===== config.mk =====
export PLATFORM = sky130hd
export DESIGN_NAME = ssc_run_sequencer_flat
export DESIGN_NICKNAME = d
export VERILOG_FILES = /design/src/rtl/ssc_pkg.sv /design/src/rtl/ssc_run_sequencer_if.sv /design/src/rtl/ssc_watchdog.sv /design/src/rtl/ssc_run_sequencer.sv /design/src/flat_wrapper.sv
export SDC_FILE = /design/constraint.sdc
export NUM_CORES = 1
export LEC_CHECK = 0
export BUFFER_PORTS_ARGS = -buffer_cell sky130_fd_sc_hd__buf_2
export CORE_AREA = 2 2 97 99
export CTS_CLUSTER_SIZE = 8
export DETAILED_ROUTE_END_ITERATION = 12
export DIE_AREA = 0 0 99 101
export GPL_ROUTABILITY_DRIVEN = 0
export PLACE_DENSITY = 0.77
export REMOVE_ABC_BUFFERS = 1
export SYNTH_ARGS = -nofsm -noshare
export SYNTH_HDL_FRONTEND = slang
export SYNTH_HIERARCHICAL = 1
export SYNTH_SLANG_ARGS = --single-unit

===== constraint.sdc =====
create_clock -name clk -period 2.98 [get_ports clk]
set_clock_uncertainty 0.1 [all_clocks]
set_input_delay 0 -clock clk [delete_from_list [all_inputs] [get_ports clk]]
set_output_delay 0 -clock clk [all_outputs]
set_load 0.1 [all_outputs]

===== src/rtl/ssc_pkg.sv =====
// Shared types and defaults for the sort-controller run sequencer.
// Latency: n/a (types, constants and a pure decode function only).
// Backpressure: n/a.
package ssc_pkg;

  localparam int DW_DEF      = 8;
  localparam int DEPTH_DEF   = 256;
  localparam int TIMEOUT_DEF = 200000;
  localparam logic [DW_DEF-1:0] PAD_VALUE_DEF = '1;

  typedef enum logic [2:0] {
    S_IDLE,
    S_LOAD,
    S_PAD,
    S_START,
    S_WAIT,
    S_RD,
    S_OUT
  } state_t;

  // Per-state output flags, registered alongside the state.
  typedef struct packed {
    logic in_ready;
    logic rf_own;
    logic busy;
    logic ssc_start;
    logic rf_re;
    logic out_valid;
  } flags_t;

  function automatic flags_t state_flags(input state_t s);
    flags_t f;
    f.in_ready  = (s == S_IDLE) || (s == S_LOAD);
    f.rf_own    = (s != S_START) && (s != S_WAIT);
    f.busy      = (s != S_IDLE);
    f.ssc_start = (s == S_START);
    f.rf_re     = (s == S_RD);
    f.out_valid = (s == S_OUT);
    return f;
  endfunction

endpackage


===== src/rtl/ssc_run_sequencer_if.sv =====
// Bundle of load/result streams, register-file port and sort-controller handshake.
// Latency: n/a (wires only).
// Backpressure: in_ready / out_ready carry valid-ready flow control.
interface ssc_run_sequencer_if
  import ssc_pkg::*;
#(
  parameter int DW = DW_DEF,
  parameter int AW = $clog2(DEPTH_DEF)
);

  logic          in_valid;
  logic          in_ready;
  logic [DW-1:0] in_data;
  logic          in_last;

  logic          out_valid;
  logic          out_ready;
  logic [DW-1:0] out_data;
  logic          out_last;

  logic          rf_own;
  logic [AW-1:0] rf_addr;
  logic [DW-1:0] rf_wdata;
  logic          rf_we;
  logic          rf_re;
  logic [DW-1:0] rf_rdata;

  logic          ssc_start;
  logic          ssc_done;
  logic          busy;
  logic          err_timeout;

  // Sequencer side.
  modport master (
    input  in_valid, in_data, in_last, out_ready, rf_rdata, ssc_done,
    output in_ready, out_valid, out_data, out_last,
           rf_own, rf_addr, rf_wdata, rf_we, rf_re,
           ssc_start, busy, err_timeout
  );

  // Environment side: stream source/sink, register file, sort controller.
  modport slave (
    output in_valid, in_data, in_last, out_ready, rf_rdata, ssc_done,
    input  in_ready, out_valid, out_data, out_last,
           rf_own, rf_addr, rf_wdata, rf_we, rf_re,
           ssc_start, busy, err_timeout
  );

endinterface


===== src/rtl/ssc_watchdog.sv =====
// Cycle counter that flags expiry after TIMEOUT_CYCLES consecutive enabled cycles.
// Latency: expired is combinational, high during the TIMEOUT_CYCLES-th enabled cycle.
// Backpressure: none; clr restarts the count.
module ssc_watchdog
  import ssc_pkg::*;
#(
  parameter int TIMEOUT_CYCLES = TIMEOUT_DEF
) (
  input  logic clk,
  input  logic rst,
  input  logic en,
  input  logic clr,
  output logic expired
);

  localparam int CW = $clog2(TIMEOUT_CYCLES + 1);
  localparam logic [CW-1:0] LIMIT = CW'(TIMEOUT_CYCLES - 1);

  logic [CW-1:0] cnt;

  assign expired = en & (cnt == LIMIT);

  // Count enabled cycles; saturate once expired so the flag cannot wrap away.
  always_ff @(posedge clk or posedge rst) begin
    if (rst) begin
      cnt <= '0;
    end else if (clr) begin
      cnt <= '0;
    end else if (en & ~expired) begin
      cnt <= cnt + 1'b1;
    end
  end

endmodule


===== src/rtl/ssc_run_sequencer.sv =====
// Loads a stream into the register file, pads it, runs the sort controller, streams count results back.
// Latency: load 1 beat/cycle (write same cycle); unload RD+OUT = 2 cycles per beat minimum.
// Backpressure: in_ready low outside IDLE/LOAD; OUT holds data/valid stable until out_ready.
module ssc_run_sequencer
  import ssc_pkg::*;
#(
  parameter int DW             = DW_DEF,
  parameter int DEPTH          = DEPTH_DEF,
  parameter int TIMEOUT_CYCLES = TIMEOUT_DEF,
  parameter logic [DW-1:0] PAD_VALUE = PAD_VALUE_DEF
) (
  input logic clk,
  input logic rst,
  ssc_run_sequencer_if.master bus
);

  localparam int AW = $clog2(DEPTH);
  localparam logic [AW:0] DEPTH_C   = (AW + 1)'(DEPTH);
  localparam logic [AW:0] LAST_ADDR = (AW + 1)'(DEPTH - 1);

  state_t        state;
  flags_t        fl;
  logic [AW:0]   count;     // elements loaded, 1..DEPTH
  logic [AW:0]   idx;       // pad pointer in PAD, read pointer in RD/OUT
  logic [AW:0]   count_inc;
  logic [AW:0]   count_m1;
  logic          last_q;
  logic          err_q;
  logic          fresh;     // first OUT cycle: read data arrives straight from the RF
  logic [DW-1:0] hold;
  logic          accept;
  logic          wd_en;
  logic          wd_expired;

  assign count_inc = count + 1'b1;
  assign count_m1  = count - 1'b1;
  assign accept    = fl.in_ready & bus.in_valid & ~rst;
  assign wd_en     = (state == S_WAIT);

  ssc_watchdog #(
    .TIMEOUT_CYCLES(TIMEOUT_CYCLES)
  ) u_watchdog (
    .clk    (clk),
    .rst    (rst),
    .en     (wd_en),
    .clr    (~wd_en),
    .expired(wd_expired)
  );

  // Sequencer FSM: state, counters and registered per-state outputs move together.
  always_ff @(posedge clk or posedge rst) begin
    if (rst) begin
      state  <= S_IDLE;
      fl     <= state_flags(S_IDLE);
      count  <= '0;
      idx    <= '0;
      last_q <= 1'b0;
      err_q  <= 1'b0;
      fresh  <= 1'b0;
      hold   <= '0;
    end else begin
      case (state)
        S_IDLE: begin
          if (accept) begin
            count <= (AW + 1)'(1);
            err_q <= 1'b0;
            if (bus.in_last) begin
              state <= S_PAD;
              fl    <= state_flags(S_PAD);
              idx   <= (AW + 1)'(1);
            end else begin
              state <= S_LOAD;
              fl    <= state_flags(S_LOAD);
            end
          end
        end
        S_LOAD: begin
          if (accept) begin
            count <= count_inc;
            // A full register file ends the load whatever in_last says.
            if (count_inc == DEPTH_C) begin
              state <= S_START;
              fl    <= state_flags(S_START);
            end else if (bus.in_last) begin
              state <= S_PAD;
              fl    <= state_flags(S_PAD);
              idx   <= count_inc;
            end
          end
        end
        S_PAD: begin
          idx <= idx + 1'b1;
          if (idx == LAST_ADDR) begin
            state <= S_START;
            fl    <= state_flags(S_START);
          end
        end
        S_START: begin
          state <= S_WAIT;
          fl    <= state_flags(S_WAIT);
        end
        S_WAIT: begin
          // A done pulse landing on the expiry cycle still counts as completion.
          if (bus.ssc_done) begin
            state <= S_RD;
            fl    <= state_flags(S_RD);
            idx   <= '0;
          end else if (wd_expired) begin
            state <= S_IDLE;
            fl    <= state_flags(S_IDLE);
            err_q <= 1'b1;
          end
        end
        S_RD: begin
          state  <= S_OUT;
          fl     <= state_flags(S_OUT);
          last_q <= (idx == count_m1);
          fresh  <= 1'b1;
        end
        S_OUT: begin
          if (fresh) begin
            hold  <= bus.rf_rdata;
            fresh <= 1'b0;
          end
          if (bus.out_ready) begin
            if (last_q) begin
              state  <= S_IDLE;
              fl     <= state_flags(S_IDLE);
              last_q <= 1'b0;
            end else begin
              state <= S_RD;
              fl    <= state_flags(S_RD);
              idx   <= idx + 1'b1;
            end
          end
        end
        default: begin
          state <= S_IDLE;
          fl    <= state_flags(S_IDLE);
        end
      endcase
    end
  end

  // Register-file port: loads write in the accepting cycle, padding one entry per cycle.
  always_comb begin
    bus.rf_we    = 1'b0;
    bus.rf_addr  = '0;
    bus.rf_wdata = '0;
    case (state)
      S_IDLE: begin
        bus.rf_we    = accept;
        bus.rf_wdata = bus.in_data;
      end
      S_LOAD: begin
        bus.rf_we    = accept;
        bus.rf_addr  = count[AW-1:0];
        bus.rf_wdata = bus.in_data;
      end
      S_PAD: begin
        bus.rf_we    = 1'b1;
        bus.rf_addr  = idx[AW-1:0];
        bus.rf_wdata = PAD_VALUE;
      end
      S_RD: begin
        bus.rf_addr = idx[AW-1:0];
      end
      default: begin
      end
    endcase
  end

  assign bus.in_ready    = fl.in_ready;
  assign bus.rf_own      = fl.rf_own;
  assign bus.busy        = fl.busy;
  assign bus.ssc_start   = fl.ssc_start;
  assign bus.rf_re       = fl.rf_re;
  assign bus.out_valid   = fl.out_valid;
  assign bus.out_last    = last_q;
  assign bus.out_data    = fresh ? bus.rf_rdata : hold;
  assign bus.err_timeout = err_q;

endmodule


===== src/flat_wrapper.sv =====
// flat-port wrapper written by rule: the top's interface ports become plain ports
module ssc_run_sequencer_flat import ssc_pkg::*;
#(
  parameter int DW             = DW_DEF,
  parameter int DEPTH          = DEPTH_DEF,
  parameter int TIMEOUT_CYCLES = TIMEOUT_DEF,
  parameter logic [DW-1:0] PAD_VALUE = PAD_VALUE_DEF
)
  (clk, rst, bus_in_valid, bus_in_data, bus_in_last, bus_out_ready, bus_rf_rdata, bus_ssc_done, bus_in_ready, bus_out_valid, bus_out_data, bus_out_last, bus_rf_own, bus_rf_addr, bus_rf_wdata, bus_rf_we, bus_rf_re, bus_ssc_start, bus_busy, bus_err_timeout);
  ssc_run_sequencer_if #(.DW(DW), .AW((8))) bus_i ();
  input logic clk;
  input logic rst;
  input wire logic [$bits(bus_i.in_valid)-1:0] bus_in_valid;
  input wire logic [$bits(bus_i.in_data)-1:0] bus_in_data;
  input wire logic [$bits(bus_i.in_last)-1:0] bus_in_last;
  input wire logic [$bits(bus_i.out_ready)-1:0] bus_out_ready;
  input wire logic [$bits(bus_i.rf_rdata)-1:0] bus_rf_rdata;
  input wire logic [$bits(bus_i.ssc_done)-1:0] bus_ssc_done;
  output wire logic [$bits(bus_i.in_ready)-1:0] bus_in_ready;
  output wire logic [$bits(bus_i.out_valid)-1:0] bus_out_valid;
  output wire logic [$bits(bus_i.out_data)-1:0] bus_out_data;
  output wire logic [$bits(bus_i.out_last)-1:0] bus_out_last;
  output wire logic [$bits(bus_i.rf_own)-1:0] bus_rf_own;
  output wire logic [$bits(bus_i.rf_addr)-1:0] bus_rf_addr;
  output wire logic [$bits(bus_i.rf_wdata)-1:0] bus_rf_wdata;
  output wire logic [$bits(bus_i.rf_we)-1:0] bus_rf_we;
  output wire logic [$bits(bus_i.rf_re)-1:0] bus_rf_re;
  output wire logic [$bits(bus_i.ssc_start)-1:0] bus_ssc_start;
  output wire logic [$bits(bus_i.busy)-1:0] bus_busy;
  output wire logic [$bits(bus_i.err_timeout)-1:0] bus_err_timeout;
  assign bus_i.in_valid = bus_in_valid;
  assign bus_i.in_data = bus_in_data;
  assign bus_i.in_last = bus_in_last;
  assign bus_i.out_ready = bus_out_ready;
  assign bus_i.rf_rdata = bus_rf_rdata;
  assign bus_i.ssc_done = bus_ssc_done;
  assign bus_in_ready = bus_i.in_ready;
  assign bus_out_valid = bus_i.out_valid;
  assign bus_out_data = bus_i.out_data;
  assign bus_out_last = bus_i.out_last;
  assign bus_rf_own = bus_i.rf_own;
  assign bus_rf_addr = bus_i.rf_addr;
  assign bus_rf_wdata = bus_i.rf_wdata;
  assign bus_rf_we = bus_i.rf_we;
  assign bus_rf_re = bus_i.rf_re;
  assign bus_ssc_start = bus_i.ssc_start;
  assign bus_busy = bus_i.busy;
  assign bus_err_timeout = bus_i.err_timeout;
  ssc_run_sequencer #(.DW(DW), .DEPTH(DEPTH), .TIMEOUT_CYCLES(TIMEOUT_CYCLES), .PAD_VALUE(PAD_VALUE)) u_core (.clk(clk), .rst(rst), .bus(bus_i));
endmodule

==> metrics <==
first-pass GRT wire length ~18000 µm; post-synthesis sequential area ratio 0.3585; grt total ovfl 0; Leak about 2.0 nW; Clock Tree Buf Depth 2; post-layout min period roughly 2.8 ns; Synth top area share 0.3450; Cell Pwr Density between 1000 and 1500 nW/µm²; MaxCap Viol Count 0; Port Buffers 54; Worst EP arrival 2.96 ns; CP max FO 8; top-count cell post-synth dfrtp_1; final setup violation count 0; R2R Path Start u_core/u_watchdog/cnt[9]; setup_tns 0 ns; Final Cell Area 4666 µm²; Syn Std Cell Area 3916 µm²; Final Max Slew Viols 0; root buffer cell clkbuf_8; DR vias roughly 3900; initial antenna violation count 0; Worst Setup Start Kind flop; CTS Buf Count 5; footprint of the multi-input gates approximately 2300 µm²; unrepaired setup endpoints after global routing false; layout cells sized above 1 0.2392; Final #Nets roughly 540; Reg area between 1000 and 1500 µm²; Worst-path clk slew between 0.1 and 0.15 ns; Routed Antenna Nets 0; total track usage 0.2238; drt pass-1 iters 5; ys async rst share 1.000; Layout area overhead 19.14%; final core occ 0.5197; Skew-Pair Late Insertion Delay 0.33 ns; synthesized area per cell 8.683 µm²; Setup CP Type flop to flop; DRC viols 0; number of top-level pins 55; dominant cells by area after synthesis dfrtp_1 (35%), mux2_2 (7.2%), nor2_1 (5.1%), o21ai_0 (3.7%), a21oi_1 (3.5%); peak supply drop 1134 µV; vias in the first global route 3702; vias per std cell 6.209; Slew @ Worst Pin 0.9049 ns; Initial Utilization 0.4362; Die ar. between 9000 and 10000 µm²; outcome completed; largest net degree at the start of global routing 30; slew margin rel. 0.3927; Die Y between 100 and 150 µm; final hold slack roughly 0.0091 ns; Post-synth EDFFs 0; DP Area 4439 µm²; Synth warnings 6; DRT iter0 DRCs between 300 and 400; Top FF cell, synth dfrtp_1; worst setup path startpoint u_core/u_watchdog/cnt[9]; count of different cell masters after synthesis 74; TritonCTS clock tree built; total routed wirelength 11000 µm; Die X between 90 and 100 µm; Hold Path Origin bus_rf_rdata[5]; crit path capture type flop; Reg2Reg Depth 8; Detail Placement HPWL between 7000 and 8000 µm; total power 4.970 mW; # rows 35; CP required around 3.1 ns; final period utilization 0.9472; Reg2Reg Setup Slack ~0.16 ns; final hold violations 0; largest area contributor in the netlist dfrtp_1; cell count after synthesis around 450; fmax 354.3 MHz; # diodes 0; Post-CTS Setup Bufs 0; post-DR wirelength/cell 17.71 µm; H-Tree Depth 2; fill count 807; Synth top cells by count dfrtp_1 (54), nor2_1 (53), nand2_1 (32), o21ai_0 (29), a21oi_1 (27); Core ar. 8977 µm²; Worst R2R End u_core/bus.busy; CP endpoint u_core/bus.busy; clock sink count 56; worst min-delay path class primary input to flop; FF+latch count, synth 56
## cells by family after synthesis
logic type,synth area share
flops,0.3585
compound gates,0.2153
mux,0.09649
simple gates,0.2288
buf+inv,0.05144
fa+ha+maj,0.01597
xor+xnor,0.03355
## stage by stage
stage | std cells | worst slack, ns
after floorplan | 418 | -0.8473
after global placement | 602 | 0.1795
after detailed placement | 602 | 0.1033
after CTS | 621 | 0.1047
after global routing | 621 | 0.06411
final | 621 | 0.1572
## final cells by class
class | instances | area share
clock buffers | 5 | 0.01475
clock inverters | 3 | 0.009922
inverters | 14 | 0.01126
multi-input cells | 348 | 0.4956
flip-flops and latches | 56 | 0.3009
well taps | 111 | 0.02977
repair buffers | 84 | 0.1378
## registers in the layout (all words and copies together), names as in the netlist
signal                  flops
u_core/bus.busy             1
u_core/bus.err_timeout      1
u_core/bus.in_ready         1
u_core/bus.out_last         1
u_core/bus.out_valid        1
u_core/bus.rf_own           1
u_core/bus.rf_re            1
u_core/bus.ssc_start        1
u_core/count                9
u_core/fresh                1
u_core/hold                 8
u_core/idx                  9
u_core/state                3
u_core/u_watchdog/cnt      18
## worst min-delay path by stage
stage,to,slack (ns),cells past startpoint
global placement,u_core/hold[5],0.07,2
finish,u_core/hold[5],0.009,3
global route,u_core/hold[5],0.01,3
floorplan,u_core/u_watchdog/cnt[0],-0.16,1
detailed placement,u_core/hold[5],0.08,2
CTS,u_core/hold[5],0.007,3
## placed cells by master (no fill, tap or decap), types with 4 or more instances in the layout
cell type and instances:
dfrtp_1 54, nor2_1 53, buf_2 46, nand2_1 32, o21ai_0 29, a21oi_1 27
mux2_2 25, buf_4 19, nand3_1 16, inv_1 13, dlygate4sd3_1 11, nor3_1 11
a22oi_1 10, nand2b_1 9, buf_12 8, nor2b_1 8, xnor2_1 8, o31ai_1 8
xor2_1 7, nor4_1 6, clkbuf_8 5, nand4_1 5, and3_1 5, ha_1 5
and4_1 4, mux2i_1 4
## repair_timing
item,in CTS,in global routing
endpoints found under the setup margin,0,2
resized for setup,0,1
hold buffers,11,0
endpoints found under the hold margin,45,0
## critical path, stage by stage, from the launching register on
cell and delay [ns]:
dfrtp_1 0.48, or4b_1 0.56, or3_1 0.34, nor3_1 0.24
nor2_1 0.06, o21ai_0 0.21, o22a_2 0.26, o31ai_4 0.15
mux2_4 0.32
## per-layer routing
metal | vias up | track usage | share of wire
met5 | - | 0 | 0
met4 | 0 | 0.09800 | 0.031
met3 | 36 | 0.03259 | 0.092
met2 | 218 | 0.3607 | 0.46
met1 | 1842 | 0.3003 | 0.41
li1 | 1760 | - | -
## where the power goes
group | total (mW) | switching (mW) | leakage, nW | internal, mW
clock | 0.537 | 0.283 | 0.0548 | 0.254
sequential | 1.10 | 0.180 | 0.739 | 0.922
combinational | 3.33 | 2.49 | 1.21 | 0.840
total | 4.97 | 2.95 | 2.00 | 2.02
No activity file was read; power rests on OpenSTA's default activity.
